===== config.mk =====
export PLATFORM = sky130hd
export DESIGN_NAME = multiplier_controller
export DESIGN_NICKNAME = d
export VERILOG_FILES = /design/src/rtl/multiplier_controller.sv
export SDC_FILE = /design/constraint.sdc
export NUM_CORES = 1
export LEC_CHECK = 0
export ABC_CLOCK_PERIOD_IN_PS = 4200
export CELL_PAD_IN_SITES_DETAIL_PLACEMENT = 1
export CELL_PAD_IN_SITES_GLOBAL_PLACEMENT = 2
export CORE_MARGIN = 10
export CORE_UTILIZATION = 26
export CTS_BUF_LIST = sky130_fd_sc_hd__clkbuf_8 sky130_fd_sc_hd__clkbuf_16
export DETAILED_ROUTE_END_ITERATION = 8
export PLACE_DENSITY_LB_ADDON = 0.1
export SYNTH_ARGS = -nofsm -noshare
export SYNTH_HDL_FRONTEND = slang
export SYNTH_SLANG_ARGS = --single-unit
export TNS_END_PERCENT = 20

===== constraint.sdc =====
create_clock -name clock -period 4.2 [get_ports clock]
set_input_delay 0.42 -clock clock [delete_from_list [all_inputs] [get_ports clock]]
set_output_delay 0.42 -clock clock [all_outputs]
set_load 0.02 [all_outputs]

===== src/rtl/multiplier_controller.sv =====
// ---------------------------------------------------------------------------
// multiplier_controller
//   Sequencer for an N-bit shift-and-add multiplier datapath. It takes an
//   operand pair over a valid/ready input handshake and latches it. It then
//   issues one do_init strobe and N do_shift strobes. Completion is offered
//   over a valid/ready output handshake, and the datapath is left untouched
//   until the result is taken.
//
// Handshake semantics (both sides): a transfer happens on a rising clock edge
//   where valid and ready are both high. in_ready and out_valid are pure
//   decodes of state and inputs. A producer may change its payload only
//   after a transfer edge.
//
// Ports
//   clock            rising-edge clock
//   reset_n          asynchronous active-low reset
//   in_valid         operand pair offered
//   in_ready         controller accepts an operand pair this cycle
//   in_multiplicand  multiplicand operand (N bits)
//   in_multiplier    multiplier operand (N bits)
//   out_valid        datapath product holds a finished result
//   out_ready        consumer accepts the result
//   flush            synchronous abort of any operation in progress
//   do_init          datapath strobe: a<=0, q<=dp_multiplier
//   do_shift         datapath strobe: one add-and-shift step
//   dp_multiplicand  latched multiplicand (N bits)
//   dp_multiplier    latched multiplier (N bits)
//   busy             state is INIT or SHIFT
//   dbg_state        current FSM state (0 IDLE, 1 INIT, 2 SHIFT, 3 DONE)
// ---------------------------------------------------------------------------
module multiplier_controller #(
  parameter int N = 4
) (
  input  logic         clock,
  input  logic         reset_n,
  input  logic         in_valid,
  output logic         in_ready,
  input  logic [N-1:0] in_multiplicand,
  input  logic [N-1:0] in_multiplier,
  output logic         out_valid,
  input  logic         out_ready,
  input  logic         flush,
  output logic         do_init,
  output logic         do_shift,
  output logic [N-1:0] dp_multiplicand,
  output logic [N-1:0] dp_multiplier,
  output logic         busy,
  output logic [1:0]   dbg_state
);

  localparam int CW = (N > 1) ? $clog2(N) : 1;
  localparam logic [CW-1:0] CNT_LOAD = CW'(N - 1);

  typedef enum logic [1:0] {
    S_IDLE  = 2'd0,
    S_INIT  = 2'd1,
    S_SHIFT = 2'd2,
    S_DONE  = 2'd3
  } state_e;

  state_e        state_q, state_d;
  logic [CW-1:0] count_q, count_d;
  logic [N-1:0]  mcand_q, mplier_q;
  logic          accept;

  // A result in DONE can hand over to the next operand in the same edge,
  // so DONE with out_ready counts as a free slot.
  assign in_ready = ~flush & ((state_q == S_IDLE) |
                              ((state_q == S_DONE) & out_ready));
  assign accept   = in_valid & in_ready;

  always_comb begin
    state_d = state_q;
    count_d = count_q;
    unique case (state_q)
      S_IDLE: begin
        if (accept) state_d = S_INIT;
      end
      S_INIT: begin
        count_d = CNT_LOAD;
        state_d = S_SHIFT;
      end
      S_SHIFT: begin
        // The count==0 cycle is itself the N-th shift.
        if (count_q != '0) count_d = count_q - CW'(1);
        else               state_d = S_DONE;
      end
      S_DONE: begin
        if (out_ready) state_d = accept ? S_INIT : S_IDLE;
      end
      default: state_d = S_IDLE;
    endcase
    // Flush overrides every transition; accept is already masked by flush.
    if (flush) begin
      state_d = S_IDLE;
      count_d = '0;
    end
  end

  always_ff @(posedge clock or negedge reset_n) begin
    if (!reset_n) begin
      state_q <= S_IDLE;
      count_q <= '0;
    end else begin
      state_q <= state_d;
      count_q <= count_d;
    end
  end

  // Operand registers load only on an accept edge.
  always_ff @(posedge clock or negedge reset_n) begin
    if (!reset_n) begin
      mcand_q  <= '0;
      mplier_q <= '0;
    end else if (accept) begin
      mcand_q  <= in_multiplicand;
      mplier_q <= in_multiplier;
    end
  end

  assign do_init         = (state_q == S_INIT);
  assign do_shift        = (state_q == S_SHIFT);
  assign out_valid       = (state_q == S_DONE);
  assign busy            = (state_q == S_INIT) | (state_q == S_SHIFT);
  assign dp_multiplicand = mcand_q;
  assign dp_multiplier   = mplier_q;
  assign dbg_state       = state_q;

endmodule


==> results of run 1 <==
[worst max path at each step]
stage / startpoint / to / slack (ns) / cells after the start
3_5_place_dp: flush / in_ready / 2.03 / 3
3_3_place_gp: flush / in_ready / 2.03 / 3
2_1_floorplan: dbg_state[1] / dp_multiplicand[0] / 2.38 / 4
6_report: dbg_state[0] / in_ready / 1.92 / 5
4_1_cts: dbg_state[0] / in_ready / 1.89 / 5
5_1_grt: dbg_state[1] / in_ready / 1.80 / 5
[report_power, final]
| group | total, mW | switching (mW) | leakage (nW) | internal, mW |
|---|---|---|---|---|
| combinational | 0.433 | 0.211 | 0.226 | 0.222 |
| clock | 0.127 | 0.0442 | 0.0288 | 0.0829 |
| sequential | 0.214 | 0.0402 | 0.147 | 0.173 |
| total | 0.773 | 0.295 | 0.401 | 0.478 |
[metal layers]
metal	wire, µm	vias up
li1	-	238
met1	708	239
met2	755	14
met3	105	4
met4	37	0
met5	0	-
[cell type report]
type	count	area (µm²)
clock buffer	4	55.1
fill	252	1250
sequential	12	300
timing repair buffer	27	270
multi-input combinational	34	304
inverter	4	15.0
tap	28	35.0
[worst register-to-register path: cells and delay by family, from the launching register on]
family / cells / cell delay (ns)
flip-flops: 1 / 0.44
AND/OR/NAND/NOR: 1 / 0.40
multiplexers: 1 / 0.39
adder cells (fa/ha/maj): 1 / 0.24
buffers and inverters: 1 / 0.12
AO/OA/AOI/OAI: 1 / 0.07
[stage by stage]
| stage | cell area (µm²) | cells |
|---|---|---|
| 2_1_floorplan | 619 | 50 |
| 5_1_grt | 980 | 109 |
| 3_5_place_dp | 925 | 105 |
| 3_3_place_gp | 925 | 105 |
| 6_report | 980 | 109 |
| 4_1_cts | 980 | 109 |
[synthesized netlist by cell type (all sizes together)]
library cell  number  share of area
dfrtp             12           0.48
mux2               8           0.15
ha                 5           0.10
inv                4          0.024
nand2b             4          0.040
nor3               3          0.024
a211oi             2          0.024
nor2b              2          0.020
or2b               2          0.026
a2111oi            1          0.014
a21oi              1          0.014
a31oi              1          0.010
mux2i              1          0.016
nand3              1         0.0081
nor2               1         0.0061
nor3b              1          0.030
nor4               1          0.010
[registers in the layout, summed over array words and instances (netlist names)]
signal / cells
count_q: 2
dbg_state: 2
dp_multiplicand: 4
dp_multiplier: 4
[cells in the final DEF (no fill, tap or decap), drive strengths merged, types with 3 or more instances in the layout]
master,netlist,layout
clkbuf,0,4
nand2b,4,4
inv,4,4
dfrtp,12,12
nor3,3,3
clkdlybuf4s50,0,27
ha,5,5
mux2,8,8
[kinds of logic (layout without fill, tap and decap cells)]
kind of cell | after synthesis | count (layout) | share of synthesized area
flops | 12 | 12 | 0.485
simple gates | 15 | 15 | 0.166
mux | 9 | 9 | 0.162
compound gates | 5 | 5 | 0.0626
buf+inv | 4 | 35 | 0.0242
fa+ha+maj | 5 | 5 | 0.101
==> results.toml, run 1 <==
[yosys]
synth-seq-area-share = 0.485
yosys_warnings = 0
syn-num-nets = 68
synth.avg_cell_area_um2 = 12.4
netlist-cell-type-count = 18
ys_seq_elements = 12
synthesis.area_um2 = 619
synthCells = 50

[setup_path]
crit_buf_inv = 2
cp_max_fo = 6
crit_path_cell_trace = "inv_1 > ha_1 > a21oi_2 > nor2_1 > clkdlybuf4s50_1"
worstPathArrival_ns = 1.86
cpMaxStageDelayCell = "clkdlybuf4s50_1"
reg2reg_to = "dp_multiplier[1]"
start_kind = "flip-flop"
cpPeakStageDelay_ns = 0.55
rr_startpoint = "dbg_state[0]"
r2r_slack_ns = 2.42
crit_type = "reg -> out"
cp_top_family = "buffers and inverters"
reg2regPathDepth = 5
endpoint_kind = "primary output"
critPathRequiredTime_ns = 3.78

[hold_path]
hold_class = "reg -> reg"
hp-start = "count_q[0]"
holdPathEnd = "count_q[0]"
worstHoldPathCells = 1

[placement]
place_ws_ns = 2.03
dp.final_hpwl_um = 1330
port_buffers = 27
gp_congestion = 0.760

[run_status]
status = "completed"

[clock_network]
cts_hold_buf = 0
cts_resized = 0
ctsLongestPathBuffers = 2
htree_levels = 1
path_clk_slew_ns = 0.05
cts_tree = "yes"
post_cts_buffers = 0
cts_buffers = 3
clk_latency_ns = 0.24
cts_sinks = 12
root_buffer = "clkbuf_8"

[global_routing]
grt_max_degree = 13
grt_overflow = 0
grt_use_total = 0.0728
grt_use_met3 = 0.0306
met2_usage = 0.120
antenna_found_initial = 0
first_global_vias = 541
grt-busiest-layer = "met2"
grt_first_pass_wirelength_um = 2540
met1_usage = 0.0760

[pwr]
peakVddDrop_v = 0.000305
finalPower_mw = 0.773
leakage_nw = 0.401
p_per_area_mw_per_mm2 = 790

[floorplan]
die_y_um = 68.8
die_width_um = 68.8
num_rows = 17
start_util = 0.277
io_pins = 28
fp.coreArea_mm2 = 0.00223
die_area_mm2 = 0.00473

[route]
wl_um = 1610
via_per_inst = 4.54
dr.pass1.iters = 4
wl_per_cell_um = 14.7
first_iter_violations = 6
num_vias = 495
final_antenna_net_count = 0
route.detailed.drc = 0

[finish]
n_antenna_cell = 0
finish.utilization = 0.439
final_nets = 100
drive_above_1_share = 0.185
area_delta_synth_final_pct = 58.2

[timing]
period_minus_slack_ns = 2.28
holdWs_ns = 0.487
fin_crit_sh = 0.543
final.setup.tns_ns = 0
max_slew_margin = 0.626
fin_worst_skew_ns = 0.00121
fin_ws_ns = 1.92
worstMarginPinSlew_ns = 0.559
hold_viol = 0
drv_slew = 0
finalSetupViolCount = 0
max_freq_mhz = 438
rsz0062_at_grt = "false"

[run]
max_cap_viol_count = 0
Note: power is estimated with default switching activity, not from simulation.
==> inputs of run 2 (changes only) <==
--- a/config.mk
+++ b/config.mk
@@ -5,11 +5,11 @@
 export SDC_FILE = /design/constraint.sdc
 export NUM_CORES = 1
 export LEC_CHECK = 0
-export ABC_CLOCK_PERIOD_IN_PS = 4200
+export ABC_CLOCK_PERIOD_IN_PS = 2100
 export CELL_PAD_IN_SITES_DETAIL_PLACEMENT = 1
 export CELL_PAD_IN_SITES_GLOBAL_PLACEMENT = 2
 export CORE_MARGIN = 10
-export CORE_UTILIZATION = 26
+export CORE_UTILIZATION = 24
 export CTS_BUF_LIST = sky130_fd_sc_hd__clkbuf_8 sky130_fd_sc_hd__clkbuf_16
 export DETAILED_ROUTE_END_ITERATION = 8
 export PLACE_DENSITY_LB_ADDON = 0.1
==> constraint.sdc (replaced) <==
create_clock -name clock -period 2.1 [get_ports clock]
set_input_delay 0.21 -clock clock [delete_from_list [all_inputs] [get_ports clock]]
set_output_delay 0.21 -clock clock [all_outputs]
set_load 0.02 [all_outputs]
==> results.toml, run 2 (synthesized netlist as in run 1, its figures left out) <==
[timing]
fin_ws_ns = 0.190
finalSetupViolCount = 0
period_minus_slack_ns = 1.91
fin_worst_skew_ns = 0.00213
final.setup.tns_ns = 0
rsz0062_at_grt = "false"
hold_viol = 0
holdWs_ns = 0.344
max_slew_margin = 0.613
max_freq_mhz = 524
drv_slew = 0
worstMarginPinSlew_ns = 0.579
fin_crit_sh = 0.910

[run]
max_cap_viol_count = 0

[setup_path]
critPathRequiredTime_ns = 1.89
start_kind = "flip-flop"
worstPathArrival_ns = 1.70
reg2regPathDepth = 5
crit_type = "reg -> out"
cp_max_fo = 6
endpoint_kind = "primary output"
r2r_slack_ns = 0.32
rr_startpoint = "dbg_state[0]"
reg2reg_to = "dp_multiplicand[1]"

[clock_network]
path_clk_slew_ns = 0.06
htree_levels = 1
post_cts_buffers = 0
cts_sinks = 12
clk_latency_ns = 0.24
cts_tree = "yes"
ctsLongestPathBuffers = 2
cts_buffers = 3
root_buffer = "clkbuf_8"

[global_routing]
grt_max_degree = 13
met2_usage = 0.110
met1_usage = 0.0908
antenna_found_initial = 0
grt_use_met3 = 0.0307
grt-busiest-layer = "met2"
grt_overflow = 0
grt_use_total = 0.0731
first_global_vias = 596
grt_first_pass_wirelength_um = 2960

[pwr]
leakage_nw = 0.417
peakVddDrop_v = 0.000624
p_per_area_mw_per_mm2 = 1560

[route]
num_vias = 489
route.detailed.drc = 0
first_iter_violations = 25
wl_um = 1720
final_antenna_net_count = 0
via_per_inst = 4.37
wl_per_cell_um = 15.3
dr.pass1.iters = 2

[floorplan]
fp.coreArea_mm2 = 0.00248
io_pins = 28
start_util = 0.250
die_y_um = 70.8
num_rows = 18
die_width_um = 70.8
die_area_mm2 = 0.00501

[finish]
final_cell_mix = "clkdlybuf4s50_1 (26), dfrtp_1 (11), mux2_2 (8), ha_1 (5)"
layout_commonest_cell = "clkdlybuf4s50_1"
fillers = 278
stdcell_count = 112
drive_above_1_share = 0.207
final_nets = 101
n_antenna_cell = 0
area_delta_synth_final_pct = 60.4

[placement]
placedCellCount = 108
dp.final_hpwl_um = 1410
place_ws_ns = 0.323
port_buffers = 27
gp_congestion = 0.833

[run_status]
status = "completed"

[hold_path]
hold_class = "in -> async"
==> run 2: cell types whose count changed in the layout (fill, tap and decap cells not counted) <==
cell             delta
buf_4               +1
clkdlybuf4s50_1     -1
dfrtp_1             -1
dfrtp_2             +1
dlymetal6s2s_1      +1
==> run 2: critical path, stage by stage (launching register included) <==
cell and delay (ns):
dfrtp_1 0.43, inv_1 0.11, ha_1 0.31, clkdlybuf4s50_1 0.61
==> run 2: final cells by class <==
type / instances / area (µm²) / area share
well taps: 30 / 37.5 / 0.0378
flip-flops and latches: 12 / 302 / 0.304
multi-input cells: 34 / 304 / 0.306
clock buffers: 4 / 55.1 / 0.0554
repair buffers: 28 / 280 / 0.282
inverters: 4 / 15.0 / 0.0151
==> run 2: worst max path at each step <==
| stage | end | from | cells after the start | slack (ns) |
|---|---|---|---|---|
| 2_1_floorplan | dp_multiplicand[0] | dbg_state[1] | 4 | 0.28 |
| 3_3_place_gp | dp_multiplier[0] | out_ready | 4 | 0.32 |
| 3_5_place_dp | dp_multiplier[0] | dbg_state[0] | 5 | 0.32 |
| 4_1_cts | in_ready | dbg_state[0] | 5 | 0.06 |
| 5_1_grt | busy | dbg_state[0] | 3 | 0.09 |
| 6_report | busy | dbg_state[0] | 3 | 0.19 |
==> run 2: what timing repair did <==
item / CTS / global route
hold buffers: 0 / 0
gates resized for setup: 0 / 2
endpoints found under the setup margin: 0 / 1
==> run 2: per-layer routing <==
layer | vias to the layer above | wire [µm]
met2 | 14 | 786
met1 | 235 | 819
met4 | 0 | 14
li1 | 238 | -
met5 | - | 0
met3 | 2 | 96
==> run 2: per-stage QoR <==
stage	utilization	instance area [µm²]	total power [mW]
3_3_place_gp	0.377	935	1.32
5_1_grt	0.401	993	1.69
6_report	0.401	993	1.55
3_5_place_dp	0.377	935	1.32
2_1_floorplan	-	619	0.927
4_1_cts	0.399	990	1.58
==> run 2: power by group <==
part	internal (mW)	leakage, nW	switching [mW]	total, mW
clock network	0.166	0.0288	0.0866	0.252
logic	0.444	0.243	0.430	0.874
registers	0.349	0.145	0.0770	0.426
==> inputs of run 3 (changes only) <==
--- a/config.mk
+++ b/config.mk
@@ -8,7 +8,7 @@
 export ABC_CLOCK_PERIOD_IN_PS = 2100
 export CELL_PAD_IN_SITES_DETAIL_PLACEMENT = 1
 export CELL_PAD_IN_SITES_GLOBAL_PLACEMENT = 2
-export CORE_MARGIN = 10
+export CORE_MARGIN = 2
 export CORE_UTILIZATION = 24
 export CTS_BUF_LIST = sky130_fd_sc_hd__clkbuf_8 sky130_fd_sc_hd__clkbuf_16
 export DETAILED_ROUTE_END_ITERATION = 8
==> constraint.sdc (replaced) <==
create_clock -name clock -period 2.1 [get_ports clock]
set_input_delay 0.21 -clock clock [delete_from_list [all_inputs] [get_ports clock]]
set_output_delay 0.21 -clock clock [all_outputs]
set_load 0.05 [all_outputs]
==> results.toml, run 3 (synthesized netlist as in run 1, its figures left out) <==
[run_status]
status = "completed"

[floorplan]
io_pins = 28
die_y_um = 54.8
num_rows = 18
start_util = 0.252
die_width_um = 54.8
die_area_mm2 = 0.00300
fp.coreArea_mm2 = 0.00245

[route]
num_vias = 500
final_antenna_net_count = 0
via_per_inst = 4.46
wl_um = 1440
wl_per_cell_um = 12.8
dr.pass1.iters = 2
route.detailed.drc = 0
first_iter_violations = 3

[timing]
finalSetupViolCount = 0
worstMarginPinSlew_ns = 0.574
rsz0062_at_grt = "false"
period_minus_slack_ns = 1.94
max_freq_mhz = 516
fin_worst_skew_ns = 0.00359
max_slew_margin = 0.616
final.setup.tns_ns = 0
fin_crit_sh = 0.923
hold_viol = 0
drv_slew = 0

[placement]
placedCellCount = 108
dp.final_hpwl_um = 1160
gp_congestion = 0.725
place_area_um2 = 935
port_buffers = 27

[clock_network]
cts_tree = "yes"
cts_buffers = 3
ctsLongestPathBuffers = 2
path_clk_slew_ns = 0.06
cts_hold_buf = 0
clk_latency_ns = 0.24
root_buffer = "clkbuf_8"
cts_resized = 0
htree_levels = 1
cts_sinks = 12
post_cts_buffers = 0

[run]
max_cap_viol_count = 0

[finish]
final_cell_mix = "clkdlybuf4s50_1 (24), dfrtp_1 (10), mux2_2 (8)"
fillers = 269
post-route-cell-area_um2 = 990
area_delta_synth_final_pct = 59.8
layout_commonest_cell = "clkdlybuf4s50_1"
n_antenna_cell = 0
drive_above_1_share = 0.280
finish.utilization = 0.403
stdcell_count = 112
final_nets = 101

[global_routing]
grt_max_degree = 13
grt_use_total = 0.116
first_global_vias = 528
grt_first_pass_wirelength_um = 2350
antenna_found_initial = 0
grt_overflow = 0

[setup_path]
critPathRequiredTime_ns = 1.89
cp_top_family = "buffers and inverters"
crit_buf_inv = 2
endpoint_kind = "primary output"
cp_max_fo = 6
crit_type = "reg -> out"
cpPeakStageDelay_ns = 0.80
crit_path_cell_trace = "inv_1 > ha_1 > clkdlybuf4s50_1"
start_kind = "flip-flop"
worstPathArrival_ns = 1.73
cpMaxStageDelayCell = "clkdlybuf4s50_1"

[hold_path]
hold_class = "in -> async"
==> run 3: cell count changes in the layout (fill, tap and decap cells not counted), sizes merged <==
cell           delta
clkdlybuf4s50     -2
dlymetal6s2s      -1
buf               +3
==> run 3: layer usage <==
metal	part of all wire	wire, µm	GRT usage	up-vias
met4	0	0	0.0625	0
met5	0	0	0	-
met3	0.075	108	0.0437	0
met2	0.46	665	0.169	16
met1	0.46	661	0.147	246
li1	-	-	-	238
==> run 3: layout make-up <==
| cell class | instances | area (µm²) | share of cell area |
|---|---|---|---|
| sequential | 12 | 303 | 0.306 |
| clock buffer | 4 | 55.1 | 0.0556 |
| tap | 30 | 37.5 | 0.0379 |
| timing repair buffer | 28 | 270 | 0.273 |
| inverter | 4 | 15.0 | 0.0152 |
| multi-input combinational | 34 | 309 | 0.312 |
==> run 3: worst paths after layout <==
path	from	cells after the start	endpoint	slack (ns)
setup / recovery	dbg_state[1]	3	do_init	0.16
hold / removal	reset_n	1	count_q[1]	0.34
setup reg to reg	dbg_state[0]	5	dp_multiplier[0]	0.35
hold reg to reg	count_q[0]	1	count_q[0]	0.49
max in group asynchronous	reset_n	1	dbg_state[1]	1.35
min in group clock	count_q[0]	1	count_q[0]	0.49
==> run 3: metrics by stage <==
step	setup WS [ns]	hold WS, ns
detailed placement	0.332	0.484
global placement	0.364	0.475
CTS	0.136	0.353
global route	0.0597	0.387
floorplan	0.158	-0.0856
finish	0.161	0.340
==> run 3: worst reg2reg max path: stages (launching register included) <==
cell,delay (ns)
dfrtp_2,0.44
inv_1,0.11
ha_1,0.22
a21oi_2,0.07
nor3b_4,0.40
mux2_2,0.39
Power of run 3 is left out: the tool's default activity adds up to more than one toggle a clock period on the data nets, which glitch-free logic cannot reach.
